[src/rtl/spectrum_bar_smoother.sv]
// Turns each 16-bin spectrum frame into smoothed bar heights, published atomically with valid.
// Define SPECTRUM_PEAK_HOLD_EN to build per-bin peak-hold markers; otherwise p* mirrors h*.
module spectrum_bar_smoother #(
    parameter int unsigned SHIFT       = 12,
    parameter int unsigned BAR_MAX     = 448,
    parameter int unsigned DECAY       = 4,
    parameter int unsigned HOLD_FRAMES = 30
) (
    input  logic        clk,
    input  logic        reset,
    input  logic        done,
    input  logic [23:0] f0,
    input  logic [23:0] f1,
    input  logic [23:0] f2,
    input  logic [23:0] f3,
    input  logic [23:0] f4,
    input  logic [23:0] f5,
    input  logic [23:0] f6,
    input  logic [23:0] f7,
    input  logic [23:0] f8,
    input  logic [23:0] f9,
    input  logic [23:0] f10,
    input  logic [23:0] f11,
    input  logic [23:0] f12,
    input  logic [23:0] f13,
    input  logic [23:0] f14,
    input  logic [23:0] f15,
    output logic [8:0]  h0,
    output logic [8:0]  h1,
    output logic [8:0]  h2,
    output logic [8:0]  h3,
    output logic [8:0]  h4,
    output logic [8:0]  h5,
    output logic [8:0]  h6,
    output logic [8:0]  h7,
    output logic [8:0]  h8,
    output logic [8:0]  h9,
    output logic [8:0]  h10,
    output logic [8:0]  h11,
    output logic [8:0]  h12,
    output logic [8:0]  h13,
    output logic [8:0]  h14,
    output logic [8:0]  h15,
    output logic [8:0]  p0,
    output logic [8:0]  p1,
    output logic [8:0]  p2,
    output logic [8:0]  p3,
    output logic [8:0]  p4,
    output logic [8:0]  p5,
    output logic [8:0]  p6,
    output logic [8:0]  p7,
    output logic [8:0]  p8,
    output logic [8:0]  p9,
    output logic [8:0]  p10,
    output logic [8:0]  p11,
    output logic [8:0]  p12,
    output logic [8:0]  p13,
    output logic [8:0]  p14,
    output logic [8:0]  p15,
    output logic        valid,
    output logic        busy
);

    if (BAR_MAX >= 512) begin : g_bad_bar_max
        $error("BAR_MAX must be below 512");
    end
    if (HOLD_FRAMES > 255) begin : g_bad_hold_frames
        $error("HOLD_FRAMES must fit in 8 bits");
    end

    localparam logic [8:0] BarMax = 9'(BAR_MAX);
    localparam logic [8:0] Decay  = 9'(DECAY);

    typedef enum logic [1:0] {StIdle, StProc, StPublish} state_e;

    state_e            r_state;
    logic              r_done_q;
    logic              r_pending;
    logic              r_valid;
    logic [3:0]        r_idx;
    logic [15:0][23:0] r_snap;
    logic [15:0][8:0]  r_wh;
    logic [15:0][8:0]  r_h;

    logic [15:0][23:0] w_f;
    logic [15:0][8:0]  w_p;
    logic              w_start;
    logic [23:0]       w_cur;
    logic [23:0]       w_shift;
    logic [8:0]        w_t;
    logic [8:0]        w_wh_old;
    logic [8:0]        w_wh_new;

    assign w_f = {f15, f14, f13, f12, f11, f10, f9, f8, f7, f6, f5, f4, f3, f2, f1, f0};
    assign w_start = done & ~r_done_q;

    // Saturate at full width so large bins never wrap into small heights.
    always_comb begin
        w_cur    = r_snap[r_idx];
        w_shift  = w_cur >> SHIFT;
        w_t      = (w_shift > 24'(BAR_MAX)) ? BarMax : w_shift[8:0];
        w_wh_old = r_wh[r_idx];
        if (w_t >= w_wh_old) begin
            w_wh_new = w_t;
        end else if ((w_wh_old > Decay) && ((w_wh_old - Decay) > w_t)) begin
            w_wh_new = w_wh_old - Decay;
        end else begin
            w_wh_new = w_t;
        end
    end

    always_ff @(posedge clk) begin
        if (reset) begin
            r_state   <= StIdle;
            r_done_q  <= 1'b0;
            r_pending <= 1'b0;
            r_valid   <= 1'b0;
            r_idx     <= 4'd0;
            r_snap    <= '0;
            r_wh      <= '0;
            r_h       <= '0;
        end else begin
            r_done_q <= done;
            r_valid  <= 1'b0;
            unique case (r_state)
                StIdle: begin
                    if (w_start) begin
                        r_snap  <= w_f;
                        r_idx   <= 4'd0;
                        r_state <= StProc;
                    end
                end
                StProc: begin
                    r_wh[r_idx] <= w_wh_new;
                    r_idx       <= r_idx + 4'd1;
                    if (w_start) r_pending <= 1'b1;
                    if (r_idx == 4'd15) r_state <= StPublish;
                end
                StPublish: begin
                    r_h     <= r_wh;
                    r_valid <= 1'b1;
                    // An edge landing on the publish cycle itself is treated as pending.
                    if (r_pending || w_start) begin
                        r_pending <= 1'b0;
                        r_snap    <= w_f;
                        r_idx     <= 4'd0;
                        r_state   <= StProc;
                    end else begin
                        r_state <= StIdle;
                    end
                end
                default: r_state <= StIdle;
            endcase
        end
    end

`ifdef SPECTRUM_PEAK_HOLD_EN
    localparam logic [7:0] HoldFrames = 8'(HOLD_FRAMES);

    logic [15:0][8:0] r_wp;
    logic [15:0][7:0] r_hold;
    logic [15:0][8:0] r_p;
    logic [8:0]       w_wp_old;
    logic [7:0]       w_hold_old;
    logic [8:0]       w_wp_new;
    logic [7:0]       w_hold_new;

    always_comb begin
        w_wp_old   = r_wp[r_idx];
        w_hold_old = r_hold[r_idx];
        w_wp_new   = w_wp_old;
        w_hold_new = w_hold_old;
        if (w_wh_new >= w_wp_old) begin
            w_wp_new   = w_wh_new;
            w_hold_new = HoldFrames;
        end else if (w_hold_old != 8'd0) begin
            w_hold_new = w_hold_old - 8'd1;
        end else if ((w_wp_old - 9'd1) > w_wh_new) begin
            w_wp_new = w_wp_old - 9'd1;
        end else begin
            w_wp_new = w_wh_new;
        end
    end

    always_ff @(posedge clk) begin
        if (reset) begin
            r_wp   <= '0;
            r_hold <= '0;
            r_p    <= '0;
        end else if (r_state == StProc) begin
            r_wp[r_idx]   <= w_wp_new;
            r_hold[r_idx] <= w_hold_new;
        end else if (r_state == StPublish) begin
            r_p <= r_wp;
        end
    end

    assign w_p = r_p;
`else
    assign w_p = r_h;
`endif

    assign {h15, h14, h13, h12, h11, h10, h9, h8, h7, h6, h5, h4, h3, h2, h1, h0} = r_h;
    assign {p15, p14, p13, p12, p11, p10, p9, p8, p7, p6, p5, p4, p3, p2, p1, p0} = w_p;
    assign valid = r_valid;
    assign busy  = (r_state != StIdle);

endmodule

[config.mk]
export PLATFORM = sky130hd
export DESIGN_NAME = spectrum_bar_smoother
export DESIGN_NICKNAME = d
export VERILOG_FILES = /design/src/rtl/spectrum_bar_smoother.sv
export SDC_FILE = /design/constraint.sdc
export NUM_CORES = 1
export LEC_CHECK = 0
export ABC_AREA = 0
export BUFFER_PORTS_ARGS = -buffer_cell sky130_fd_sc_hd__buf_4
export CAP_MARGIN = 40
export CELL_PAD_IN_SITES_DETAIL_PLACEMENT = 0
export CELL_PAD_IN_SITES_GLOBAL_PLACEMENT = 1
export CORE_AREA = 2 2 265 267
export CTS_CLUSTER_DIAMETER = 50
export CTS_CLUSTER_SIZE = 24
export DETAILED_ROUTE_END_ITERATION = 7
export DIE_AREA = 0 0 267 269
export PLACE_DENSITY = 0.68
export SYNTH_ARGS = -nofsm -noshare
export SYNTH_HDL_FRONTEND = slang
export SYNTH_SLANG_ARGS = --single-unit
[constraint.sdc]
create_clock -name clk -period 4.7 [get_ports clk]
set_input_delay 0.705 -clock clk [delete_from_list [all_inputs] [get_ports clk]]
set_output_delay 0.705 -clock clk [all_outputs]
set_load 0.02 [all_outputs]
Word level (Yosys, flattened, before mapping)
Index checks and enable logic that the tools add are counted.

Add/sub/neg operators: 2. Order comparisons: 6. Eq/ne operators: 7. Muxes and demuxes: 24. Bitwise gates (word level): 2. Reduce and logical (&&, ||, !) cells: 12.

Operators with widths (number): $mux 384 (2); $pmux 384 s2 (1); $bwmux 144 (1); $bmux 24 s4 (1); $mux 9 (5); $bmux 9 s4 (1); $demux 9 s4 (1); $mux 24 (1); $gt 12x9->1 const B (1); $pmux 4 s3 (1); $ge 9x9->1 (1); $gt 9x3->1 const B (1); $gt 9x9->1 (1); $reduce_and 3->1 (3); $sub 9x3->9 const B (1); $mux 4 (2); $ne 2x2->1 const B (4); $pmux 2 s3 (1); $reduce_bool 2->1 (3); $lt 4x5->1 const B (1); $add 4x1->4 const B (1); $eq 4x4->1 const B (1); $ge 4x1->1 const B (1); $mux 1 (4); 11 further kinds (13).

Register bits after elaboration: 681. Input bits: 387. Word-level logic and storage cells: 106.

Logic depth before layout (Yosys ltp)
Gate-level depths: netlist of the first run.

Depth in word-level cells: 9. Gate-level depth with buffers: 21.

Worst setup path after synthesis of the first run
Ideal clock, no wire load.

Path type: reg-to-reg. Start point: reg r_idx[0]. End point: reg r_wh[10] in the netlist's numbering. Setup time: 91 ps. Arrival: 4593 ps. Data required time: 4609 ps. Slack: 16 ps. Cell stages (with the launch flop): 20. Cell sequence: dfxtp_1 buf_6 buf_12 buf_12 buf_8 buf_2 buf_2 mux4_2 mux4_2 nor3b_2 inv_1 ha_1 nand4_1 nor3_1 a2111oi_0 o31ai_1 a21oi_1 nand3_1 clkbuf_1 a311oi_1.

Word-level cells in the longest chain between the ends: 9.

RTL lines: start: declaration (RTL line 80) `logic [3:0] r_idx;`; start signal: assignment (RTL line 135) `r_idx <= r_idx + 4'd1;`; $bmux 24 s4 (RTL line 99) `w_cur = r_snap[r_idx];`; $mux 24 (not written as such) (RTL line 99); $gt 12x9->1 (RTL line 101) `w_t = (w_shift > 24'(BAR_MAX)) ? BarMax : w_shift[8:0];`; $mux 9 (RTL line 101); $gt 9x9->1 (RTL line 105) `end else if ((w_wh_old > Decay) && ((w_wh_old - Decay) > w_t)) begin`; $logic_and 1x1->1 (RTL line 105); $mux 9 (RTL line 105); $mux 9 (RTL line 103) `if (w_t >= w_wh_old) begin`; $bwmux 144 (*) (RTL line 134) `r_wh[r_idx] <= w_wh_new;`; end signal: indexed assignment (RTL line 134); end: declaration (RTL line 82) `logic [15:0][8:0] r_wh;`.

Every way passes the cells marked *; elsewhere a longest branch is shown, timed or not. The select of a mux whose other input is x is not followed. A chain may end at the register's enable or synchronous reset.

Worst setup path in the final report of the first run
Start point: reg r_idx[1]. End point: reg r_wh[113] in the netlist's numbering.

The elaborated chain is that of the path after synthesis.

==> results.yml, run 1 <==
setup_path:
  cp_cell_sequence: "buf_4 > buf_4 > nor4_1 > a21oi_1 > a211oi_1 > buf_4 > nor3_4 > or2_2 > ha_1 > a21o_1 > a2111oi_1 > o31ai_1 > a21oi_1 > buf_4 > a21oi_4 > buf_12 > o41ai_1"
  start_kind: "flip-flop"
  critPathKind: "reg2reg"
  required_ns: 5.19
  worstRegToRegCells: 17
  cp_slowest_cell: "a2111oi_1"
  arrival_ns: 4.88
  cpMostUsedCell: "buf_4"
  crit_fanout: 16
  slowest_delay_ns: 0.42
  timing.critical_path.to_type: "flip-flop"
timing:
  slew_viol_final: 0
  period_needed_ns: 4.38
  final-hold-violation-count: 0
  fin_hold_ws_ns: 0.351
  max-slew-margin-rel_pct: 37.8
  skew_ns: 0.0352
  tightest_slew_ns: 0.933
  rsz0062_at_grt: "no"
  setup_violations: 0
  max_freq_ghz: 0.228
  final.setup.tns_ns: 0
  post-route-period-util_pct: 93.2
finish:
  fin_cells: 3446
  mostFrequentLayoutCell: "buf_4"
  multi_input_area_sq_um: 9560
  area_growth_pct: 27.9
  drive_gt1_share_pct: 32.8
  final-seq-area_sq_um: 9800
  fillers: 6832
  nets: 2873
  layout_common_cells: "buf_4, dfxtp_1, nand2_1, a21oi_1, a22o_1"
  num_antenna_cells: 0
global_routing:
  grtUsageTotal_pct: 18.8
  antenna_found_initial: 1
  grt_pass1_vias: 16900
  grt_overflow: 0
  grt_pass1_wl_um: 104000
  grt_max_degree: 192
clock_network:
  numCtsBuffers: 54
  cts.sink_count: 489
  h-tree-depth: 2
  cts_tree: "built"
  path_clk_slew_ns: 0.07
  cts_root_buffer: "clkbuf_16"
  clockBufferDepth: 3
  clock_latency_ns: 0.62
routing:
  wl_per_cell_um: 20.4
  drc_errors: 0
  firstDrtPassIters: 5
  avgViaCountPerCell: 5.07
  ant_nets: 0
  drtIter0Drc: 1177
  num_vias: 17500
  wl_um: 70100
yosys:
  synthCells: 2154
  synth.yosys.seq_area_share_pct: 46.2
  synth.net_count: 2565
  yosys.cell_types.count: 58
  synthAdderAreaFrac_pct: 1.42
  synthXorXnorAreaFrac_pct: 0.248
  netlist_area_sq_um: 21200
  synth_compound_area_share_pct: 20.1
  synth-simple-area-share_pct: 14.0
  synth_top_family_by_area: "compound AO/OA/AOI/OAI gates"
  synth-seq-cells: 489
  ys_warn_count: 0
  synth.avg_cell_area_sq_um: 9.84
  synth_mux_area_share_pct: 8.76
placement:
  place_hpwl_um: 51500
  place.gp.congestion: 0.835
  io_buffers: 484
  place_inst: 3337
power_and_ir_drop:
  power_density_nw_per_um2: 379
  p_leak_nw: 10.6
  ir_drop_mv: 0.267
floorplan:
  ios: 677
  die_h_um: 269
  die_area_sq_um: 71800
  rows: 97
  coreArea_sq_um: 69300
  start_util_pct: 30.6
  die_w_um: 267
worst_hold_path:
  whs_path_depth: 3
  hp-class: "in2reg"
flow_run:
  drv_cap: 0
run_status:
  status: "finished, final reports clean"
==> registers in the layout, indices dropped and copies added (netlist names), 2 cells and up <==
name     flops
h15          9
h6           9
h7           9
r_state      2
r_snap     192
h8           9
h14          9
h3           9
h12          9
h2           9
h4           9
h9           9
h0           9
h10          9
r_idx        4
h5           9
h13          9
h11          9
r_wh       144
h1           9
==> synthesized netlist by cell type (all sizes together) <==
cell type / instances / area share, %
and2: 2 / 0.059
mux2: 1 / 0.053
nand2: 403 / 7.1
ha: 24 / 1.4
a21o: 3 / 0.11
and3: 1 / 0.030
a211oi: 5 / 0.18
nor2: 106 / 1.9
a211o: 1 / 0.041
o21ai: 10 / 0.34
nand3: 27 / 0.64
a22oi: 15 / 0.53
inv: 18 / 0.32
buf: 189 / 6.6
mux4: 77 / 8.2
o311a: 1 / 0.047
o211a: 1 / 0.083
a31oi: 2 / 0.059
or2: 5 / 0.15
nand3b: 64 / 2.3
o31ai: 1 / 0.035
nand2b: 6 / 0.18
dfxtp: 489 / 46
nor2b: 7 / 0.21
nand4: 1 / 0.030
mux2i: 11 / 0.52
nor3b: 7 / 0.45
a22o: 151 / 6.2
nor4: 5 / 0.22
and4: 2 / 0.094
clkbuf: 127 / 2.2
xor2: 3 / 0.12
xnor2: 3 / 0.12
o21a: 7 / 0.25
a2111oi: 3 / 0.12
o41ai: 64 / 3.7
o211ai: 1 / 0.10
a311oi: 80 / 3.3
nor3: 24 / 0.69
a21oi: 207 / 5.0
==> worst max-delay path, delay by kind of cell, from the launching register on <==
kind,cells,cell delay [ns]
AOI/OAI and AO/OA,8,1.79
buffers and inverters,5,0.93
adders and majority gates,1,0.34
and+or+nand+nor,3,0.76
DFF,1,0.41
==> layout make-up <==
class,count,share of cell area (%)
Sequential cell,489,36.2
Multi-Input combinational cell,1331,35.3
Timing Repair Buffer,568,16.9
Clock buffer,62,5.21
Tap cell,940,4.34
Clock inverter,38,1.88
Inverter,18,0.249
==> path summary, 6_finish.rpt <==
path,start,to,slack [ns]
worst max register to register,r_idx[1]$_SDFFE_PP0P_,r_wh[113]$_SDFFE_PP0P_,0.32
worst min register to register,r_snap[327]$_SDFFE_PP0P_,r_snap[327]$_SDFFE_PP0P_,0.45
worst min-delay path,f4[17],r_snap[113]$_SDFFE_PP0P_,0.35
worst max-delay path,r_idx[1]$_SDFFE_PP0P_,r_wh[113]$_SDFFE_PP0P_,0.32
==> kinds of logic (layout without fill, tap and decap cells) <==
logic type,Yosys count,after routing
fa+ha+maj,24,24
simple gates,660,660
compound gates,552,552
xor+xnor,6,6
flops,489,489
buf+inv,334,686
mux,89,89
==> per-layer routing <==
metal | vias up | share of wire [%] | GRT usage (%)
li1 | 8323 | - | -
met4 | 0 | 1.7 | 3.93
met2 | 628 | 49 | 32.7
met1 | 8453 | 43 | 23.9
met3 | 84 | 6.8 | 4.19
met5 | - | 0 | 0
==> repair_timing <==
item | in CTS | in global routing
setup endpoints to repair | 3 | 144
hold buffers | 0 | 0
pin swaps | 0 | 4
resized for setup | 2 | 18
endpoints found under the hold margin | 0 | 0
cloned | 0 | 1
setup buffers | 0 | 8
==> where the power goes <==
| group | leakage [nW] | internal, W | switching, W |
|---|---|---|---|
| clock | 0.913 | 0.00249 | 0.00200 |
| combinational | 5.72 | 0.000592 | 0.000873 |
| sequential | 3.97 | 0.00425 | 0.0000676 |
| total | 10.6 | 0.00734 | 0.00294 |
==> metrics by stage <==
stage	setup slack [ns]	util (%)	cell area, sq um	power (W)
finish	0.318	39.1	27100	0.0103
floorplan	0.0161	-	21200	0.00528
global route	0.0198	39.1	27100	0.0107
CTS	0.00811	38.8	26900	0.0103
detailed placement	0.0106	36.0	25000	0.00583
global placement	0.0815	35.9	24900	0.00579
(Power assumes the default switching activity.)
==> inputs of run 2 (changes only) <==
- PLACE_DENSITY: 0.68 -> unset
- PLACE_DENSITY_LB_ADDON: unset -> 0.1
==> run 2 against run 1 <==
  * Power grew 5.0%
  * Clock power grew 9.1%
  * Sequential share of layout area shrank 0.42 points
  * Worst hold slack lost 0.012 ns
  * Wire length grew 6.2%
  * Combinational power grew 7%
  * Non-clock buffer count grew 10
  * Largest power group unchanged
  * Highest routed layer unchanged
==> results.yml, run 2 (synthesis results as in run 1) <==
run_status:
  status: "finished, final reports clean"
clock_network:
  h-tree-depth: 2
  clockBufferDepth: 3
  path_clk_slew_ns: 0.07
  cts_tree: "built"
  clock_latency_ns: 0.61
  ctsHoldBuffers: 0
  cts_root_buffer: "clkbuf_16"
  numCtsBuffers: 58
  cts.sink_count: 489
setup_path:
  arrival_ns: 4.91
  path_delay_family: "compound AO/OA/AOI/OAI gates"
  rrSetupSlack_ns: 0.24
  start_kind: "flip-flop"
  critPathBufInv: 3
  slowest_delay_ns: 0.59
  cp_cell_sequence: "buf_12 > mux4_2 > a22oi_1 > nand2_2 > nor3b_4 > a31oi_1 > or2_2 > ha_1 > nand3_1 > nor3_1 > a2111oi_1 > o31ai_1 > a21o_2 > buf_4 > o21ai_2 > buf_4 > a311oi_1"
  required_ns: 5.14
  critPathKind: "reg2reg"
  timing.critical_path.to_type: "flip-flop"
  cp_slowest_cell: "mux4_2"
  crit_fanout: 15
  cpMostUsedCell: "buf_4"
power_and_ir_drop:
  p_leak_nw: 10.8
  power_w: 0.0108
  ir_drop_mv: 0.271
  power_density_nw_per_um2: 394
timing:
  period_needed_ns: 4.46
  max_freq_ghz: 0.224
  max-slew-margin-rel_pct: 38.0
  setup_violations: 0
  final.setup.tns_ns: 0
  tightest_slew_ns: 0.931
  rsz0062_at_grt: "no"
  skew_ns: 0.0188
  post-route-period-util_pct: 95.0
  fin_ws_ns: 0.237
  final-hold-violation-count: 0
  fin_hold_ws_ns: 0.339
  slew_viol_final: 0
routing:
  num_vias: 17200
  wl_per_cell_um: 21.5
  wl_um: 74500
  drtIter0Drc: 1094
  ant_nets: 0
  firstDrtPassIters: 5
  avgViaCountPerCell: 4.97
  drc_errors: 0
floorplan:
  rows: 97
  die_h_um: 269
  start_util_pct: 30.6
  coreArea_sq_um: 69300
  ios: 677
  die_w_um: 267
  die_area_sq_um: 71800
finish:
  stdcell_area_sq_um: 27400
  nets: 2887
  area_growth_pct: 29.4
  layout_top_registers: "r_snap: 192 flops, r_wh: 144 flops"
  mostFrequentLayoutCell: "buf_4"
  top_register: "r_snap"
  drive_gt1_share_pct: 33.4
  fillers: 6905
  layout_common_cells: "buf_4, dfxtp_1, nand2_1, a21oi_1, a22o_1"
  largest_reg_flops: 192
worst_hold_path:
  hp-class: "in2reg"
global_routing:
  grt_pass1_wl_um: 108000
  antenna_found_initial: 0
  grt_pass1_vias: 16600
  grtUsageTotal_pct: 19.9
  use_met3_pct: 3.27
  grt_overflow: 0
  use_met2_pct: 32.7
  grt_max_degree: 146
  grt_util_met1_pct: 26.8
  top_usage_layer: "met2"
placement:
  place.gp.congestion: 0.819
  place_area_sq_um: 25100
  place_ws_ns: 0.0509
  io_buffers: 484
  place_hpwl_um: 55000
flow_run:
  drv_cap: 0
-- run 2: area by class of cell --
| type | instances | area (sq um) | area share (%) |
|---|---|---|---|
| flip-flops and latches | 489 | 9800 | 35.7 |
| well taps | 940 | 1180 | 4.29 |
| multi-input cells | 1331 | 9560 | 34.9 |
| clock buffers | 68 | 1600 | 5.85 |
| repair buffers | 578 | 4690 | 17.1 |
| inverters | 18 | 67.6 | 0.246 |
| diodes | 1 | 2.50 | 0.00913 |
| clock inverters | 41 | 519 | 1.89 |
-- run 2: through the flow --
| step | util [%] | cells |
|---|---|---|
| CTS | 39.3 | 3458 |
| global route | 39.6 | 3465 |
| finish | 39.6 | 3466 |
| global placement | 36.1 | 3344 |
| floorplan | - | 2154 |
| detailed placement | 36.2 | 3349 |
-- run 2: worst register-to-register path, cell delays in order (launching register included) --
cell,delay (ns)
dfxtp_4,0.40
buf_12,0.19
mux4_2,0.61
a22oi_1,0.29
nand2_2,0.14
nor3b_4,0.25
a31oi_1,0.13
or2_2,0.33
ha_1,0.30
nand3_1,0.09
nor3_1,0.06
a2111oi_1,0.35
o31ai_1,0.15
a21o_2,0.29
buf_4,0.19
o21ai_2,0.18
buf_4,0.23
a311oi_1,0.11
-- run 2: power breakdown --
group	total, W	internal, W	switching, W	leakage, nW
combinational	0.00157	0.000639	0.000931	5.78
sequential	0.00432	0.00426	0.0000638	3.97
clock	0.00490	0.00294	0.00196	1.03
-- run 2: what timing repair did --
action	in CTS	in global routing
buffers inserted	0	7
endpoints found under the setup margin	0	141
resized for setup	0	21
-- run 2: path summary, 6_finish.rpt --
kind / start / endpoint / depth (start not counted)
hold / removal: f15[15] / r_snap[375]$_SDFFE_PP0P_ / 3
hold reg to reg: r_snap[255]$_SDFFE_PP0P_ / r_snap[255]$_SDFFE_PP0P_ / 2
setup / recovery: r_idx[0]$_SDFFE_PP0P_ / r_wh[74]$_SDFFE_PP0P_ / 17
setup reg to reg: r_idx[0]$_SDFFE_PP0P_ / r_wh[74]$_SDFFE_PP0P_ / 17
-- run 2: routing by layer --
metal	routed length (um)	share of wire [%]
met1	33900	45
met3	3580	4.8
met4	2110	2.8
met2	34900	47
met5	0	0
